===== src/rtl/ckmux_ctrl.sv =====
// Switch sequencer for the glitch-free clock mux: settle, then confirm heartbeat.
// Define CKMUX_CTRL_TIMEOUT_EN to build the watchdog that ends a stuck switch with err.
module ckmux_ctrl #(
    parameter int SETTLE_CYCLES  = 8,
    parameter int CHECK_EDGES    = 4,
    parameter int TIMEOUT_CYCLES = 1024,
    parameter int CNT_W          = 16
) (
    input  logic clk,
    input  logic rst,
    input  logic req_valid,
    input  logic req_sel,
    output logic req_ready,
    input  logic mon_tog,
    output logic select,
    output logic busy,
    output logic done,
    output logic err
);

    typedef enum logic [1:0] {
        IDLE,
        SETTLE,
        CHECK,
        DONE
    } state_t;

    localparam logic [CNT_W-1:0] SETTLE_LAST = CNT_W'(SETTLE_CYCLES - 1);
    localparam logic [7:0]       EDGE_LAST   = 8'(CHECK_EDGES - 1);

    state_t           state;
    logic [CNT_W-1:0] cnt;
    logic [7:0]       edges;
    logic             sync1;
    logic             sync2;
    logic             tog_d;
    logic             accept;
    logic             hb_edge;
    logic             edge_hit;
    logic             settle_hit;
    logic             timeout;

    assign req_ready  = (state == IDLE);
    assign busy       = ~req_ready;
    assign accept     = req_valid & req_ready;
    assign hb_edge    = sync2 ^ tog_d;
    assign edge_hit   = hb_edge && (edges == EDGE_LAST);
    assign settle_hit = (cnt == SETTLE_LAST);

`ifdef CKMUX_CTRL_TIMEOUT_EN
    localparam logic [CNT_W-1:0] TIMEOUT_LAST = CNT_W'(TIMEOUT_CYCLES - 1);

    // cnt runs from SETTLE entry through CHECK, so it doubles as the watchdog
    assign timeout = (cnt == TIMEOUT_LAST);
`else
    logic unused_timeout;

    assign unused_timeout = |TIMEOUT_CYCLES;
    assign timeout        = 1'b0;
`endif

    // mon_tog is asynchronous to clk; both heartbeat edges count
    always_ff @(posedge clk or posedge rst) begin
        if (rst) begin
            sync1 <= 1'b0;
            sync2 <= 1'b0;
            tog_d <= 1'b0;
        end else begin
            sync1 <= mon_tog;
            sync2 <= sync1;
            tog_d <= sync2;
        end
    end

    always_ff @(posedge clk or posedge rst) begin
        if (rst) begin
            state  <= IDLE;
            select <= 1'b0;
            done   <= 1'b0;
            err    <= 1'b0;
            cnt    <= '0;
            edges  <= '0;
        end else begin
            done <= 1'b0;
            err  <= 1'b0;
            case (state)
                IDLE: begin
                    if (accept) begin
                        if (req_sel == select) begin
                            state <= DONE;
                            done  <= 1'b1;
                        end else begin
                            select <= req_sel;
                            cnt    <= '0;
                            edges  <= '0;
                            state  <= SETTLE;
                        end
                    end
                end
                SETTLE: begin
                    cnt <= cnt + CNT_W'(1);
                    if (timeout) begin
                        state <= DONE;
                        done  <= 1'b1;
                        err   <= 1'b1;
                    end else if (settle_hit) begin
                        state <= CHECK;
                    end
                end
                CHECK: begin
`ifdef CKMUX_CTRL_TIMEOUT_EN
                    cnt <= cnt + CNT_W'(1);
`endif
                    if (hb_edge) begin
                        edges <= edges + 8'd1;
                    end
                    // reaching the edge target beats a same-cycle timeout
                    if (edge_hit) begin
                        state <= DONE;
                        done  <= 1'b1;
                    end else if (timeout) begin
                        state <= DONE;
                        done  <= 1'b1;
                        err   <= 1'b1;
                    end
                end
                DONE: begin
                    state <= IDLE;
                end
                default: begin
                    state <= IDLE;
                end
            endcase
        end
    end

endmodule


===== config.mk =====
export PLATFORM = sky130hd
export DESIGN_NAME = ckmux_ctrl
export DESIGN_NICKNAME = d
export VERILOG_FILES = /design/src/rtl/ckmux_ctrl.sv
export SDC_FILE = /design/constraint.sdc
export NUM_CORES = 1
export LEC_CHECK = 0
export CORE_UTILIZATION = 53
export DETAILED_ROUTE_END_ITERATION = 8
export PLACE_DENSITY = 0.83
export SLEW_MARGIN = 15
export SYNTH_ARGS = -nofsm -noshare
export SYNTH_HDL_FRONTEND = slang
export SYNTH_SLANG_ARGS = --single-unit

===== constraint.sdc =====
create_clock -name clk -period 4.9 [get_ports clk]
set_input_delay 0.49 -clock clk [delete_from_list [all_inputs] [get_ports clk]]
set_output_delay 0.49 -clock clk [all_outputs]
set_load 0.1 [all_outputs]

-- Yosys cells after proc, flatten, opt, wreduce, memory -nomap -nowiden
Cells that the tools add are included.
- register bits after elaboration: 31
- bits of input ports: 5
- output and inout port bits: 5
- word-level logic and storage cells: 49
- add/subtract/negate cells: 2
- eq/ne operators: 11
- mux-type cells: 16
- bitwise logic cells: 4
- reduce and logical (&&, ||, !) cells: 8
- operators with widths (operator ; number):
    two-way mux 16 bit ; 2
    case mux 16 bit (2 select lines) ; 1
    two-way mux 8 bit ; 3
    adder 16 x 1 -> 16 bit (second input constant) ; 1
    == test 16 x 3 -> 1 bit (second input constant) ; 1
    case mux 8 bit (2 select lines) ; 1
    AND reduction 3 bit ; 3
    adder 8 x 1 -> 8 bit (second input constant) ; 1
    == test 8 x 2 -> 1 bit (second input constant) ; 1
    two-way mux 2 bit ; 4
    != test 2 bit (second input constant) ; 4
    case mux 2 bit (4 select lines) ; 1
    == test 2 bit (second input constant) ; 2
    AND reduction 4 bit ; 1
    nonzero test 2 bit ; 2
    two-way mux 1 bit ; 3
    == test 2 x 1 -> 1 bit (second input constant) ; 1
    zero test 2 bit ; 1
    != test 2 x 1 -> 1 bit (second input constant) ; 1
    NOT 1 bit ; 2
    case mux 1 bit (2 select lines) ; 1
    bitwise AND 1 bit ; 1
    == test 1 bit ; 1
    logical AND 1 bit ; 1
    bitwise XOR 1 bit ; 1

-- Depth between registers and ports, before layout
Gate-level depths: netlist (run 1).
- depth after elaboration: 4
- gate-level depth with buffers: 8
- depth with buffers taken out: 7

-- Least setup slack after synthesis (run 1)
No wires, ideal clock.
- path type: reg2reg
- from: reg state[0]
- to: reg cnt[11]
- library setup time: 0.132 ns
- data arrival time: 3.009 ns
- data required time: 4.768 ns
- slack: 1.759 ns
- cell stages (with the launch flop): 8
- buffers on the path: 0
- period minus slack after synthesis: 3.141 ns
- path through: dfrtp_1 inv_1 ha_1 inv_1 a2bb2oi_2 nor4_1 xnor2_1 nor2_1
- longest elaborated chain between the ends: 4
- elaborated cells between the ends (all ways): 8
- those cells by class: eq/ne (3); mux (1); bitwise (1); reduce/logical (3)
- RTL lines (item ; line ; text):
    start: declaration ; 31 ; state_t state;
    start signal: assignment ; 77 ; state <= IDLE;
    start signal: assignment ; 90 ; state <= DONE;
    start signal: assignment ; 96 ; state <= SETTLE;
    zero test 2 bit * ; 43 ; assign req_ready = (state == IDLE);
    via req_ready ; 13 ; output logic req_ready,
    bitwise AND 1 bit ; 45 ; assign accept = req_valid & req_ready;
    != test 2 x 1 -> 1 bit (no source line) ; - ;
    AND reduction 3 bit (no source line) ; - ;
    end signal: assignment ; 101 ; cnt <= cnt + CNT_W'(1);
    end: declaration ; 32 ; logic [CNT_W-1:0] cnt;
The timed path passes the listed nets; every way through them passes the cells marked *.
A chain may end at the register's enable or synchronous reset.

-- Worst setup path in the final report (run 1)
- from: reg state[1]
- to: out req_ready
- longest elaborated chain between the ends: 1
- RTL lines (item ; line):
    zero test 2 bit ; 43
    end: declaration ; 13
No other way between the ends.

==> impl_metrics.py, run 1 <==
metrics = {
    "sta": {
        "tightestPinTransition_ns": 0.964,
        "setup-violations-final": 0,
        "fin_tns_setup_ns": 0,
        "rsz0062_at_grt": "no",
        "max_freq_mhz": 342,
        "hold_viol": 0,
        "min_period_over_period_pct": 59.7,
        "clock_skew_ns": 0.00921,
        "period_minus_slack_ns": 2.92,
        "slew_viol_final": 0,
        "max_slew_margin_pct": 35.6,
    },
    "synthesis": {
        "async_flop_share_pct": 100,
        "synth-main-ff-cell": "dfrtp_1",
        "synth_seq_cells": 31,
        "syn-cell-area_sq_um": 1660,
        "syn_avg_cell_area_sq_um": 9.67,
        "ys_types": 34,
        "yosysTopAreaCellShare_pct": 46.6,
        "synth_area_leaders": "dfrtp_1 47%, xor2_1 5.8%, nor2_1 5.4%",
        "synth_edf_count": 0,
        "yosysSeqAreaShare_pct": 46.6,
        "yosys.area.top_type": "dfrtp_1",
        "syn_nets": 183,
        "synth_warnings": 0,
        "synthCells": 172,
    },
    "cts": {
        "postCtsHoldBufs": 0,
        "clk_pin_slew_worst_paths_ns": 0.09,
        "clkSinkCount": 31,
        "cts_tree": "built",
        "clk_path_buf_depth": 2,
        "cts_resized": 0,
        "post_cts_buffers": 0,
        "cts_buffers": 5,
        "cts-root-buf": "clkbuf_4",
        "h-tree-depth": 2,
        "insertion_delay_ns": 0.34,
    },
    "floorplan": {
        "dieArea_sq_um": 3370,
        "core_area_sq_um": 2850,
        "std_cell_rows": 19,
        "die_h_um": 58.0,
        "initial_core_util_pct": 58.3,
        "die_w_um": 58.0,
        "num_io_pins": 10,
    },
    "worst_setup_path": {
        "worstPathMaxFanout": 7,
        "cp_slowest_cell": "clkdlybuf4s50_1",
        "startpoint_type": "flip-flop",
        "r2r_setup_slack_ns": 2.72,
        "max_stage_delay_ns": 1.20,
        "critPathBufInv": 2,
        "critPathKind": "flip-flop to output port",
        "crit_required_ns": 4.41,
        "rr_worst_depth": 7,
        "crit_family": "buffers and inverters",
        "cp.arrival_ns": 2.43,
        "reg2reg_to": "edges[7]",
        "r2r_start": "state[1]",
        "cp-end-kind": "output port",
        "crit_chain": "inv_1, ha_1, clkdlybuf4s50_1",
    },
    "min_path": {
        "hp-start": "sync1",
        "min_to": "sync2",
        "hold_class": "flip-flop to flip-flop",
        "min_delay_path_depth": 0,
    },
    "final_layout": {
        "drive_above_1_share_pct": 8.70,
        "final_nets": 194,
        "finalCoreUtilization_pct": 64.3,
        "design_area_sq_um": 1830,
        "final_cells": 215,
        "fillers": 238,
        "n_antenna_cell": 0,
        "area_growth_pct": 10.2,
    },
    "grt": {
        "grt_start_max_net_pins": 32,
        "track_usage_pct": 22.7,
        "grt_pass1_vias": 1254,
        "grt_antenna_before_repair": 0,
        "grt_pass1_wl_um": 5620,
        "overflow": 0,
    },
    "routing": {
        "wl_per_cell_um": 14.7,
        "first_iter_violations": 65,
        "drt_wl_total_um": 3170,
        "ant_nets": 0,
        "viasPerCell": 6.02,
        "drc_errors": 3,
        "num_vias": 1294,
        "drt_first_pass_iters": 6,
    },
    "placed_design": {
        "place_area_sq_um": 1760,
        "dp_hpwl_um": 2300,
        "place.gp.congestion": 0.832,
        "place_inst": 207,
        "io_buffers": 8,
    },
    "status": {
        "status": "finished, violations left",
        "violations": "design-rule violations",
    },
    "power": {
        "worst_ir_drop_vdd_mv": 0.190,
        "leakagePower_nw": 0.805,
        "cellPowerDensity_nw_per_um2": 507,
    },
    "job": {
        "max_cap_violations": 0,
    },
}
## per-stage QoR
| step | power, mW | setup WS, ns | hold WS, ns |
|---|---|---|---|
| floorplan | 0.670 | 1.76 | 0.331 |
| global placement | 0.743 | 2.40 | 0.333 |
| detailed placement | 0.763 | 2.35 | 0.336 |
| CTS | 0.934 | 1.97 | 0.356 |
| global route | 0.993 | 1.88 | 0.368 |
| finish | 0.929 | 1.98 | 0.352 |
## layout by cell type, fill, tap and decap left out, types with 4 or more instances in the layout
master	count
nand4_1	6
ha_1	6
xnor2_1	9
clkbuf_4	5
xor2_1	11
clkdlybuf4s50_1	8
nor4_1	5
nor2_1	24
o21ai_0	4
nand3_1	15
inv_1	5
nand2_1	20
dfrtp_1	31
## Yosys cell counts (2+ instances only)
master / number
dfrtp_1: 31
nor2_1: 24
nand2_1: 20
nand3_1: 15
xor2_1: 11
xnor2_1: 9
ha_1: 6
inv_1: 6
nand4_1: 6
nor4_1: 5
o21ai_0: 4
and3_1: 3
nor3_1: 3
nor4b_1: 3
and4_1: 2
clkbuf_1: 2
mux2_2: 2
mux2i_1: 2
nand2_2: 2
o31ai_1: 2
## worst max-delay path by stage
stage                        start         to  slack [ns]  depth (start not counted)
after floorplan           state[0]    cnt[11]        1.76                          7
after global placement    state[0]  req_ready        2.40                          3
after detailed placement  state[0]  req_ready        2.35                          3
after CTS                 state[0]  req_ready        1.97                          3
after global routing      state[1]  req_ready        1.88                          3
final                     state[1]  req_ready        1.98                          3
## cell families (layout without fill, tap and decap cells)
group / count (synthesis) / after routing / share of synthesized area (%)
mux: 4 / 4 / 2.56
xor+xnor: 20 / 20 / 10.5
compound gates: 12 / 12 / 6.32
fa+ha+maj: 6 / 6 / 4.51
other cells: 1 / 1 / 0.225
simple gates: 88 / 88 / 26.8
flops: 31 / 31 / 46.6
buf+inv: 10 / 22 / 2.48
## sequential cells by signal, summed over array words and instances (netlist names)
register	cells
sync1	1
sync2	1
state	2
select	1
edges	8
cnt	16
tog_d	1
done	1
## power breakdown
part / leakage [nW] / internal, mW / switching (mW)
Combinational: 0.349 / 0.128 / 0.305
Clock: 0.0386 / 0.0843 / 0.0861
Sequential: 0.417 / 0.290 / 0.0361
## layer usage
layer | global-route usage [%] | vias up | part of all wire [%] | wire [um]
li1 | - | 625 | - | -
met1 | 28.1 | 621 | 45 | 1440
met2 | 35.5 | 38 | 46 | 1470
met3 | 7.59 | 10 | 5.2 | 165
met4 | 11.6 | 0 | 3.0 | 95
met5 | 0 | - | 0 | 0
## cell type report
class	count	area, sq um	area share (%)
clock buffers	8	68.8	3.75
inverters	6	22.5	1.23
multi-input cells	131	847	46.2
flip-flops and latches	31	776	42.3
well taps	31	38.8	2.12
repair buffers	8	80.1	4.37
## worst reg2reg max path, stage by stage, from the launching register on
cell and delay [ns]:
dfrtp_1 0.40, inv_1 0.13, ha_1 0.37, nand2_2 0.19, o22ai_4 0.23, nand2_2 0.13
or4_1 0.51, a21oi_1 0.15
Power figures use the tool's default switching activity.
==> inputs of run 2 (changes only) <==
Settings changed: CORE_UTILIZATION 53 to 52, PLACE_DENSITY 0.83 to 0.85.
Clock period 4.9 ns to 2.64 ns, I/O delays scaled along.
==> run 2 against run 1 <==
The run now ends clean. Sequential share of layout area down 0.93 points. First-iteration DRC count up 14%. Worst hold slack lost 0.069 ns. Total power increased by 96%. Largest cell class unchanged. Highest routed layer unchanged.
==> impl_metrics.py, run 2 (synthesis gave the netlist of run 1 again) <==
metrics = {
    "final_layout": {
        "drive_above_1_share_pct": 12.4,
        "design_area_sq_um": 1870,
        "final_cells": 230,
        "layout_common_cells": "31 x dfrtp_1, 24 x nor2_1, 20 x nand2_1, 15 x nand3_1, 11 x xor2_1",
        "largest_reg_flops": 16,
        "area_growth_pct": 12.6,
        "fillers": 271,
        "layout_commonest_cell": "dfrtp_1",
        "n_antenna_cell": 0,
        "largest_registers": "cnt (16), edges (8), state (2)",
        "final_nets": 196,
        "regMostFlops": "cnt",
    },
    "placed_design": {
        "dp_hpwl_um": 2370,
        "place_area_sq_um": 1790,
        "place_inst": 222,
        "io_buffers": 8,
        "place.gp.congestion": 0.891,
    },
    "cts": {
        "cts_resized": 0,
        "insertion_delay_ns": 0.35,
        "cts_tree": "built",
        "cts_buffers": 5,
        "clk_pin_slew_worst_paths_ns": 0.10,
        "postCtsHoldBufs": 0,
        "h-tree-depth": 2,
        "post_cts_buffers": 0,
        "clkSinkCount": 31,
        "clk_path_buf_depth": 2,
        "cts-root-buf": "clkbuf_4",
    },
    "power": {
        "cellPowerDensity_nw_per_um2": 971,
        "clock_power_share_pct": 22.0,
        "swShare_pct": 45.1,
        "leakagePower_nw": 0.829,
        "worst_ir_drop_vdd_mv": 0.904,
        "p_int_mw": 0.999,
        "switchingPower_mw": 0.822,
        "totalPowerFinal_mw": 1.82,
        "p_seq_share_pct": 33.2,
        "pwr-share-comb_pct": 44.8,
    },
    "worst_setup_path": {
        "r2r_start": "state[0]",
        "crit_required_ns": 2.92,
        "critPathKind": "flip-flop to flip-flop",
        "startpoint_type": "flip-flop",
        "worstPathMaxFanout": 7,
        "cp.arrival_ns": 2.40,
        "cp-end-kind": "flip-flop",
        "critPathLaunch": "state[0]",
    },
    "sta": {
        "min_period_over_period_pct": 80.5,
        "period_minus_slack_ns": 2.13,
        "fin_tns_setup_ns": 0,
        "tightestPinTransition_ns": 0.628,
        "hold_viol": 0,
        "setup-violations-final": 0,
        "max_slew_margin_pct": 57.8,
        "max_freq_mhz": 470,
        "clock_skew_ns": 0.00624,
        "rsz0062_at_grt": "no",
        "slew_viol_final": 0,
    },
    "floorplan": {
        "die_w_um": 58.6,
        "initial_core_util_pct": 54.5,
        "die_h_um": 58.6,
        "std_cell_rows": 20,
        "num_io_pins": 10,
        "core_area_sq_um": 3050,
        "dieArea_sq_um": 3430,
    },
    "grt": {
        "grt_pass1_vias": 1336,
        "track_usage_pct": 23.1,
        "grt_start_max_net_pins": 32,
        "overflow": 0,
        "grt_pass1_wl_um": 5760,
        "grt_antenna_before_repair": 0,
    },
    "status": {
        "status": "finished clean",
    },
    "routing": {
        "ant_nets": 0,
        "drt_first_pass_iters": 4,
        "wl_per_cell_um": 14.9,
        "num_vias": 1313,
        "drt_wl_total_um": 3420,
        "drc_errors": 0,
        "viasPerCell": 5.71,
        "first_iter_violations": 74,
    },
    "min_path": {
        "hold_class": "primary input to async pin",
    },
    "job": {
        "max_cap_violations": 0,
    },
}
-- run 2: power groups by stage --
stage          Combinational, mW  Clock, mW  Sequential (mW)
4_1_cts                    0.817      0.400            0.603
5_1_grt                    0.872      0.417            0.612
3_3_place_gp               0.779          0            0.607
3_5_place_dp               0.808          0            0.612
6_report                   0.816      0.401            0.604
2_1_floorplan              0.567          0            0.681
-- run 2: final timing paths --
check / endpoint / slack [ns] / cells past startpoint
setup reg to reg: edges[7] / 0.51 / 7
hold / removal: sync2 / 0.28 / 3
hold reg to reg: sync2 / 0.36 / 0
max in group asynchronous: done / 2.07 / 3
min in group clk: sync1 / 0.35 / 1
setup / recovery: edges[7] / 0.51 / 7
-- run 2: worst max-delay path: stages (launching register included) --
cell	delay, ns
dfrtp_1	0.40
inv_1	0.13
ha_2	0.32
nand2_2	0.17
o22ai_4	0.21
nand2_2	0.12
or4_1	0.51
a21oi_1	0.18
-- run 2: cell type report --
cell class              instances  area, sq um  area share [%]
multi-input cells             131          850            45.3
clock buffers                   6         51.3            2.74
repair buffers                 10         85.1            4.54
well taps                      44         55.1            2.94
inverters                       6         22.5            1.20
clock inverters                 2         35.0            1.87
flip-flops and latches         31          776            41.4
-- run 2: per-stage QoR --
stage	setup slack (ns)	util [%]	hold slack, ns
after global placement	0.586	58.6	0.338
after global routing	0.426	61.4	0.352
final	0.514	61.4	0.283
after CTS	0.531	61.4	0.299
after floorplan	0.0663	-	0.295
after detailed placement	0.434	58.6	0.346
-- run 2: metal layers --
layer | up-vias | global-route usage [%] | routed length, um
met3 | 16 | 4.84 | 148
met4 | 0 | 15.0 | 137
li1 | 622 | - | -
met2 | 43 | 39.9 | 1720
met5 | - | 0 | 0
met1 | 632 | 25.9 | 1410
